===== src/rtl/dsp_mac_pkg.sv =====
// Shared definitions for the dot-product MAC.
//   sum_width : exact width of the lane-product reduction
//   cfg_ok    : legality of a parameter set (checked at elaboration)
//   ext64     : sign/zero-extend a w-bit value held in a 64-bit container
//   sat_add   : saturating add of two w-bit values held in 64-bit containers
package dsp_mac_pkg;

  // Widest accumulator supported; leaves headroom in the 64-bit containers.
  localparam int MAX_ACC_W = 62;

  typedef struct packed {
    logic        ovf;
    logic [63:0] val;
  } sat_res_t;

  function automatic int sum_width(input int num_lanes, input int data_w);
    return 2 * data_w + $clog2(num_lanes);
  endfunction

  function automatic bit cfg_ok(input int num_lanes, input int data_w, input int acc_w);
    return (num_lanes >= 1) && (num_lanes <= 16) &&
           ((num_lanes & (num_lanes - 1)) == 0) &&
           (data_w >= 1) &&
           (acc_w >= sum_width(num_lanes, data_w)) &&
           (acc_w <= MAX_ACC_W);
  endfunction

  function automatic logic [63:0] ext64(input logic [63:0] x, input int w, input bit sgn);
    logic [63:0] r;
    r = x;
    for (int k = 0; k < 64; k++) begin
      if (k >= w) r[k] = sgn & x[w-1];
    end
    return r;
  endfunction

  // Operands must already be extended to 64 bits; the 64-bit sum cannot wrap
  // because both operands are at most MAX_ACC_W bits wide.
  function automatic sat_res_t sat_add(input logic [63:0] a, input logic [63:0] b,
                                       input int w, input bit sgn);
    sat_res_t          r;
    logic signed [63:0] sum;
    logic signed [63:0] hi;
    logic signed [63:0] lo;
    sum = $signed(a) + $signed(b);
    if (sgn) begin
      hi = (64'sd1 <<< (w - 1)) - 64'sd1;
      lo = -(64'sd1 <<< (w - 1));
    end else begin
      hi = (64'sd1 <<< w) - 64'sd1;
      lo = 64'sd0;
    end
    r.ovf = (sum > hi) || (sum < lo);
    if (sum > hi)      r.val = hi;
    else if (sum < lo) r.val = lo;
    else               r.val = sum;
    return r;
  endfunction

endpackage


===== src/rtl/dsp_mac_dotprod_acc_reduce.sv =====
// Stages S1-S2 of the dot-product MAC: per-lane products (S1) and their
// exact sum (S2). Everything advances only when en_i is high.
//   en_i              pipeline advance (low while output is stalled)
//   valid_i/clear_i/last_i  beat tags travelling alongside the data
//   dataa_i/datab_i   packed lane operands, lane i at [i*DATA_W +: DATA_W]
//   valid_o/clear_o/last_o  tags aligned with sum_o
//   sum_o             SW-bit sum of lane products, sign/zero-extended
module dsp_mac_reduce
  import dsp_mac_pkg::*;
#(
  parameter int NUM_LANES = 4,
  parameter int DATA_W    = 8,
  parameter bit SIGNED    = 1'b1,
  parameter int SW        = 2 * DATA_W + $clog2(NUM_LANES)
) (
  input  logic                          clock,
  input  logic                          resetn,
  input  logic                          en_i,
  input  logic                          valid_i,
  input  logic                          clear_i,
  input  logic                          last_i,
  input  logic [NUM_LANES*DATA_W-1:0]   dataa_i,
  input  logic [NUM_LANES*DATA_W-1:0]   datab_i,
  output logic                          valid_o,
  output logic                          clear_o,
  output logic                          last_o,
  output logic [SW-1:0]                 sum_o
);

  logic [SW-1:0] prod_d [NUM_LANES];
  logic [SW-1:0] prod_q [NUM_LANES];
  logic          v1_q, c1_q, l1_q;
  logic [SW-1:0] sum_d;
  logic [SW-1:0] sum_q;
  logic          v2_q, c2_q, l2_q;

  function automatic logic [SW-1:0] ext_op(input logic [DATA_W-1:0] x);
    logic [SW-1:0] r;
    r = '0;
    r[DATA_W-1:0] = x;
    for (int k = DATA_W; k < SW; k++) r[k] = SIGNED & x[DATA_W-1];
    return r;
  endfunction

  // Multiplying the operands already extended to SW bits gives the exact
  // product extended to SW bits, since the true product fits in 2*DATA_W.
  always_comb begin
    for (int i = 0; i < NUM_LANES; i++) begin
      prod_d[i] = ext_op(dataa_i[i*DATA_W +: DATA_W]) * ext_op(datab_i[i*DATA_W +: DATA_W]);
    end
  end

  always_comb begin
    sum_d = '0;
    for (int i = 0; i < NUM_LANES; i++) sum_d = sum_d + prod_q[i];
  end

  always_ff @(posedge clock or negedge resetn) begin
    if (!resetn) begin
      for (int i = 0; i < NUM_LANES; i++) prod_q[i] <= '0;
      v1_q  <= 1'b0;
      c1_q  <= 1'b0;
      l1_q  <= 1'b0;
      sum_q <= '0;
      v2_q  <= 1'b0;
      c2_q  <= 1'b0;
      l2_q  <= 1'b0;
    end else if (en_i) begin
      for (int i = 0; i < NUM_LANES; i++) prod_q[i] <= prod_d[i];
      v1_q  <= valid_i;
      c1_q  <= clear_i;
      l1_q  <= last_i;
      sum_q <= sum_d;
      v2_q  <= v1_q;
      c2_q  <= c1_q;
      l2_q  <= l1_q;
    end
  end

  assign valid_o = v2_q;
  assign clear_o = c2_q;
  assign last_o  = l2_q;
  assign sum_o   = sum_q;

endmodule


===== src/rtl/dsp_mac_dotprod_acc.sv =====
// Pipelined dot-product MAC with run-length accumulation and saturation.
// S1/S2 live in dsp_mac_reduce; this file holds S3 (accumulator and output
// register) and the stall logic.
//   clock, resetn          clock and async active-low reset
//   ivalid/oready          input handshake, beat transfers on ivalid && oready
//   dataa/datab            packed lane operands
//   iclear/ilast           beat starts / ends an accumulation
//   ovalid/iready          output handshake
//   result/osat            accumulated dot product and sticky saturation flag
module dsp_mac_dotprod_acc
  import dsp_mac_pkg::*;
#(
  parameter int NUM_LANES = 4,
  parameter int DATA_W    = 8,
  parameter int ACC_W     = 32,
  parameter bit SIGNED    = 1'b1
) (
  input  logic                        clock,
  input  logic                        resetn,
  input  logic                        ivalid,
  output logic                        oready,
  input  logic [NUM_LANES*DATA_W-1:0] dataa,
  input  logic [NUM_LANES*DATA_W-1:0] datab,
  input  logic                        iclear,
  input  logic                        ilast,
  output logic                        ovalid,
  input  logic                        iready,
  output logic [ACC_W-1:0]            result,
  output logic                        osat
);

  localparam int SW = sum_width(NUM_LANES, DATA_W);

  if (!cfg_ok(NUM_LANES, DATA_W, ACC_W)) begin : g_bad_cfg
    $error("dsp_mac_dotprod_acc: illegal NUM_LANES/DATA_W/ACC_W combination");
  end

  logic             en;
  logic             s2_valid, s2_clear, s2_last;
  logic [SW-1:0]    s2_sum;
  logic [63:0]      s_ext;
  sat_res_t         add;

  logic [ACC_W-1:0] acc_q, acc_d;
  logic             sat_q, sat_d;
  logic             fresh_q, fresh_d;
  logic             ovalid_q, ovalid_d;
  logic [ACC_W-1:0] result_q, result_d;
  logic             osat_q, osat_d;

  // The whole pipeline freezes while a result waits for the consumer.
  assign en     = !(ovalid_q && !iready);
  assign oready = en;

  dsp_mac_reduce #(
    .NUM_LANES (NUM_LANES),
    .DATA_W    (DATA_W),
    .SIGNED    (SIGNED),
    .SW        (SW)
  ) u_reduce (
    .clock   (clock),
    .resetn  (resetn),
    .en_i    (en),
    .valid_i (ivalid),
    .clear_i (iclear),
    .last_i  (ilast),
    .dataa_i (dataa),
    .datab_i (datab),
    .valid_o (s2_valid),
    .clear_o (s2_clear),
    .last_o  (s2_last),
    .sum_o   (s2_sum)
  );

  always_comb begin
    acc_d    = acc_q;
    sat_d    = sat_q;
    fresh_d  = fresh_q;
    ovalid_d = ovalid_q;
    result_d = result_q;
    osat_d   = osat_q;
    s_ext    = ext64(64'(s2_sum), SW, SIGNED);
    add      = sat_add(ext64(64'(acc_q), ACC_W, SIGNED), s_ext, ACC_W, SIGNED);
    if (en) begin
      // Not stalled: any held result has been taken this edge.
      ovalid_d = 1'b0;
      if (s2_valid) begin
        if (s2_clear || fresh_q) begin
          acc_d = ACC_W'(s_ext);
          sat_d = 1'b0;
        end else begin
          acc_d = ACC_W'(add.val);
          sat_d = sat_q | add.ovf;
        end
        fresh_d = s2_last;
        if (s2_last) begin
          ovalid_d = 1'b1;
          result_d = acc_d;
          osat_d   = sat_d;
        end
      end
    end
  end

  always_ff @(posedge clock or negedge resetn) begin
    if (!resetn) begin
      acc_q    <= '0;
      sat_q    <= 1'b0;
      fresh_q  <= 1'b1;
      ovalid_q <= 1'b0;
      result_q <= '0;
      osat_q   <= 1'b0;
    end else begin
      acc_q    <= acc_d;
      sat_q    <= sat_d;
      fresh_q  <= fresh_d;
      ovalid_q <= ovalid_d;
      result_q <= result_d;
      osat_q   <= osat_d;
    end
  end

  assign ovalid = ovalid_q;
  assign result = result_q;
  assign osat   = osat_q;

endmodule


===== config.mk =====
export PLATFORM = sky130hd
export DESIGN_NAME = dsp_mac_dotprod_acc
export DESIGN_NICKNAME = d
export VERILOG_FILES = /design/src/rtl/dsp_mac_pkg.sv /design/src/rtl/dsp_mac_dotprod_acc_reduce.sv /design/src/rtl/dsp_mac_dotprod_acc.sv
export SDC_FILE = /design/constraint.sdc
export NUM_CORES = 1
export LEC_CHECK = 0
export ABC_AREA = 0
export BUFFER_PORTS_ARGS = -buffer_cell sky130_fd_sc_hd__buf_2
export CORE_UTILIZATION = 50
export CTS_BUF_LIST = sky130_fd_sc_hd__clkbuf_4 sky130_fd_sc_hd__clkbuf_8
export DETAILED_ROUTE_END_ITERATION = 12
export PLACE_DENSITY = 0.78
export SLEW_MARGIN = 25
export SYNTH_ARGS = -nofsm -noshare
export SYNTH_HDL_FRONTEND = slang
export SYNTH_SLANG_ARGS = --single-unit
export TNS_END_PERCENT = 5

===== constraint.sdc =====
create_clock -name clock -period 3.6 [get_ports clock]
set_input_delay 0.72 -clock clock [delete_from_list [all_inputs] [get_ports clock]]
set_output_delay 0.72 -clock clock [all_outputs]
set_load 0.1 [all_outputs]

==> flow_summary.json <==
{
  "ys_seq_area_frac": 0.206,
  "status": "complete, but fails checks",
  "synth_area_per_cell_um2": 9.15,
  "ys_warn_count": 0,
  "start_util": 0.512,
  "cts.sinks": 156,
  "cts_tree": "done",
  "synth_xor_area_frac": 0.0417,
  "grt_pass1_wl_um": 79300,
  "hold_class": "in -> async",
  "utilization": 0.627,
  "htree_levels": 4,
  "setup_viol": 31,
  "clock-root-buffer": "clkbuf_8",
  "first_pass_iters": 6,
  "gp_congestion": 0.916,
  "grt_max_degree": 121,
  "synthMuxAreaShare": 0.00502,
  "worst_pin_slew_ns": 0.941,
  "path_clk_slew_ns": 0.10,
  "worstPathMaxFanout": 6,
  "fp.dieW_um": 197,
  "wirelength_um": 47800,
  "ios": 105,
  "min_period_ns": 4.24,
  "rsz0062_at_grt": "true",
  "fin_nets": 2889,
  "crit_arrival_ns": 4.57,
  "synth-simple-area-share": 0.169,
  "end_kind": "flop",
  "ys.flop_type": "dfrtp_1",
  "gr-total-overflow": 0,
  "area_delta_synth_final_pct": 22.4,
  "violations": "setup timing",
  "numPlacedInstances": 2864,
  "final_layout_size_suffix_gt1_frac": 0.235,
  "synth_edf_count": 0,
  "critical_path_class": "in -> reg",
  "num_vias": 15700,
  "cp-start-kind": "input pin",
  "fillers": 2991,
  "min_period_over_period": 1.18,
  "drtIter0Drc": 803,
  "antenna_found_initial": 2,
  "synth_nets": 2558,
  "num_antenna_cells": 0,
  "grt_usage": 0.253,
  "slew_violations": 0,
  "clock_path_buffers": 2,
  "synth_compound_area_frac": 0.125,
  "dp_hpwl_um": 37200,
  "rows": 70,
  "async_flop_share": 1.00,
  "yosysUniqueCellTypes": 67,
  "drv_cap": 0,
  "die_h_um": 197,
  "drc": 0,
  "fin_ws_ns": -0.644,
  "crit_required_ns": 3.93,
  "hold_violations": 0,
  "whs_ns": 0.246,
  "portBuffers": 104,
  "die_area_mm2": 0.0386,
  "final_common_cell": "inv_1",
  "finClkSkew_ns": 0.0185,
  "synth_top_family_by_area": "adder cells",
  "worstSkewPairLatency_ns": 0.46,
  "synthCells": 2069,
  "antenna_left": 0,
  "post_drt_wl_per_cell_um": 16.4,
  "coreArea_mm2": 0.0370,
  "yosys_register_bits": 156,
  "syn_area_mm2": 0.0189,
  "timing.slew.headroom": 0.371,
  "vias_per_cell": 5.38,
  "numCtsBuffers": 17,
  "synth-adder-area-share": 0.378,
  "layout_common_cells": "inv_1, nand2_1, buf_4",
  "fin_cells": 2916,
  "grt_pass1_vias": 16700,
  "fmax_mhz": 236
}
[cell type report]
type	instances	area (um2)	area share
flip-flops and latches	156	3910	0.169
clock buffers	20	269	0.0116
inverters	314	1190	0.0513
multi-input cells	1548	14400	0.622
well taps	504	631	0.0272
clock inverters	11	144	0.00621
repair buffers	363	2620	0.113
[kinds of logic after synthesis]
logic type | after synthesis
and+or+nand+nor | 672
buffers and inverters | 365
DFF | 156
xor gates and xnor gates | 90
muxes | 8
adders and majority gates | 420
AOI/OAI and AO/OA | 358
[sequential cells by signal, summed over array words and instances (netlist names), 18 cells and up]
name and cells:
u_reduce.sum_o 18, result 32, u_reduce.prod_q 64, acc_q 32
[path summary, 6_finish.rpt]
path / cells past startpoint / start / to / slack, ns
worst max-delay path: 20 / datab[26] / u_reduce.prod_q[14] / -0.64
worst min-delay path: 1 / resetn / result[20] / 0.25
worst max register to register: 15 / u_reduce.prod_q[37] / u_reduce.sum_o[17] / 0.02
worst min register to register: 2 / result[22] / result[22] / 0.48
max in group asynchronous: 2 / resetn / u_reduce.prod_q[65] / 2.42
min in group clock: 3 / iclear / u_reduce.c1_q / 0.48
[per-stage QoR]
stage | worst slack, ns | TNS, ns | instance area (um2)
5_1_grt | -0.800 | -20.04 | 23200
3_3_place_gp | -1.14 | -31.75 | 21800
3_5_place_dp | -1.34 | -36.06 | 21800
2_1_floorplan | -0.827 | -18.79 | 19000
4_1_cts | -0.636 | -13.49 | 22800
6_report | -0.644 | -15.15 | 23200
[layer usage]
| metal | global-route usage | vias to the layer above | wire, um |
|---|---|---|---|
| li1 | - | 7367 | - |
| met1 | 0.310 | 7843 | 19700 |
| met2 | 0.461 | 392 | 24800 |
| met3 | 0.0305 | 91 | 1900 |
| met4 | 0.0830 | 2 | 1400 |
| met5 | 0 | - | 18 |
[synthesized netlist by cell type (all sizes together), types with 2 or more instances]
| cell | n | share of area |
|---|---|---|
| mux2 | 2 | 0.0012 |
| a31o | 2 | 0.00093 |
| o311a | 3 | 0.0016 |
| nand4b | 2 | 0.00093 |
| ha | 165 | 0.11 |
| nor2 | 112 | 0.022 |
| a21boi | 13 | 0.0052 |
| nand4 | 5 | 0.0017 |
| o211ai | 7 | 0.0028 |
| nor4 | 5 | 0.0017 |
| a311oi | 3 | 0.0014 |
| buf | 15 | 0.0048 |
| clkbuf | 36 | 0.0071 |
| o31ai | 41 | 0.016 |
| nor3 | 20 | 0.0053 |
| a211o | 7 | 0.0032 |
| dfrtp | 155 | 0.20 |
| nand2 | 271 | 0.054 |
| a21oi | 93 | 0.025 |
| fa | 254 | 0.27 |
| o2111ai | 7 | 0.0032 |
| a31oi | 11 | 0.0044 |
| xor2 | 35 | 0.016 |
| a22o | 8 | 0.0037 |
| o21a | 8 | 0.0032 |
| or2 | 8 | 0.0026 |
| and2 | 156 | 0.052 |
| xnor2 | 55 | 0.025 |
| a211oi | 32 | 0.015 |
| a41oi | 2 | 0.00093 |
| a21o | 18 | 0.0071 |
| and3 | 14 | 0.0046 |
| nand3 | 26 | 0.0069 |
| o21bai | 7 | 0.0028 |
| nand2b | 24 | 0.0079 |
| inv | 314 | 0.062 |
| a2111oi | 2 | 0.00093 |
| mux2i | 6 | 0.0038 |
| o21ai | 81 | 0.022 |
| o41ai | 2 | 0.00093 |
| or3 | 10 | 0.0033 |
| nor2b | 15 | 0.0050 |
[what timing repair did]
item                       in CTS  in global routing
resized for setup             106                 75
setup buffers                  17                  4
setup endpoints to repair      41                 81
pin swaps                      73                 66
hold buffers                    0                  0
[worst max-delay path, cell delays in order]
cell and delay [ns]:
buf_2 0.14, buf_4 0.14, and2_1 0.15, fa_1 0.41, inv_1 0.08, fa_1 0.41, inv_1 0.08, ha_1 0.24
fa_1 0.53, inv_1 0.08, fa_2 0.42, nor2b_4 0.14, o21ai_2 0.08, a21boi_2 0.18, o21ai_2 0.09, a21oi_2 0.20
o21ai_2 0.10, a21boi_2 0.18, or3_1 0.13, nand3_1 0.06
Power is not shown: default switching activity piles up to over one toggle a cycle in this logic, so the estimate is an artifact.
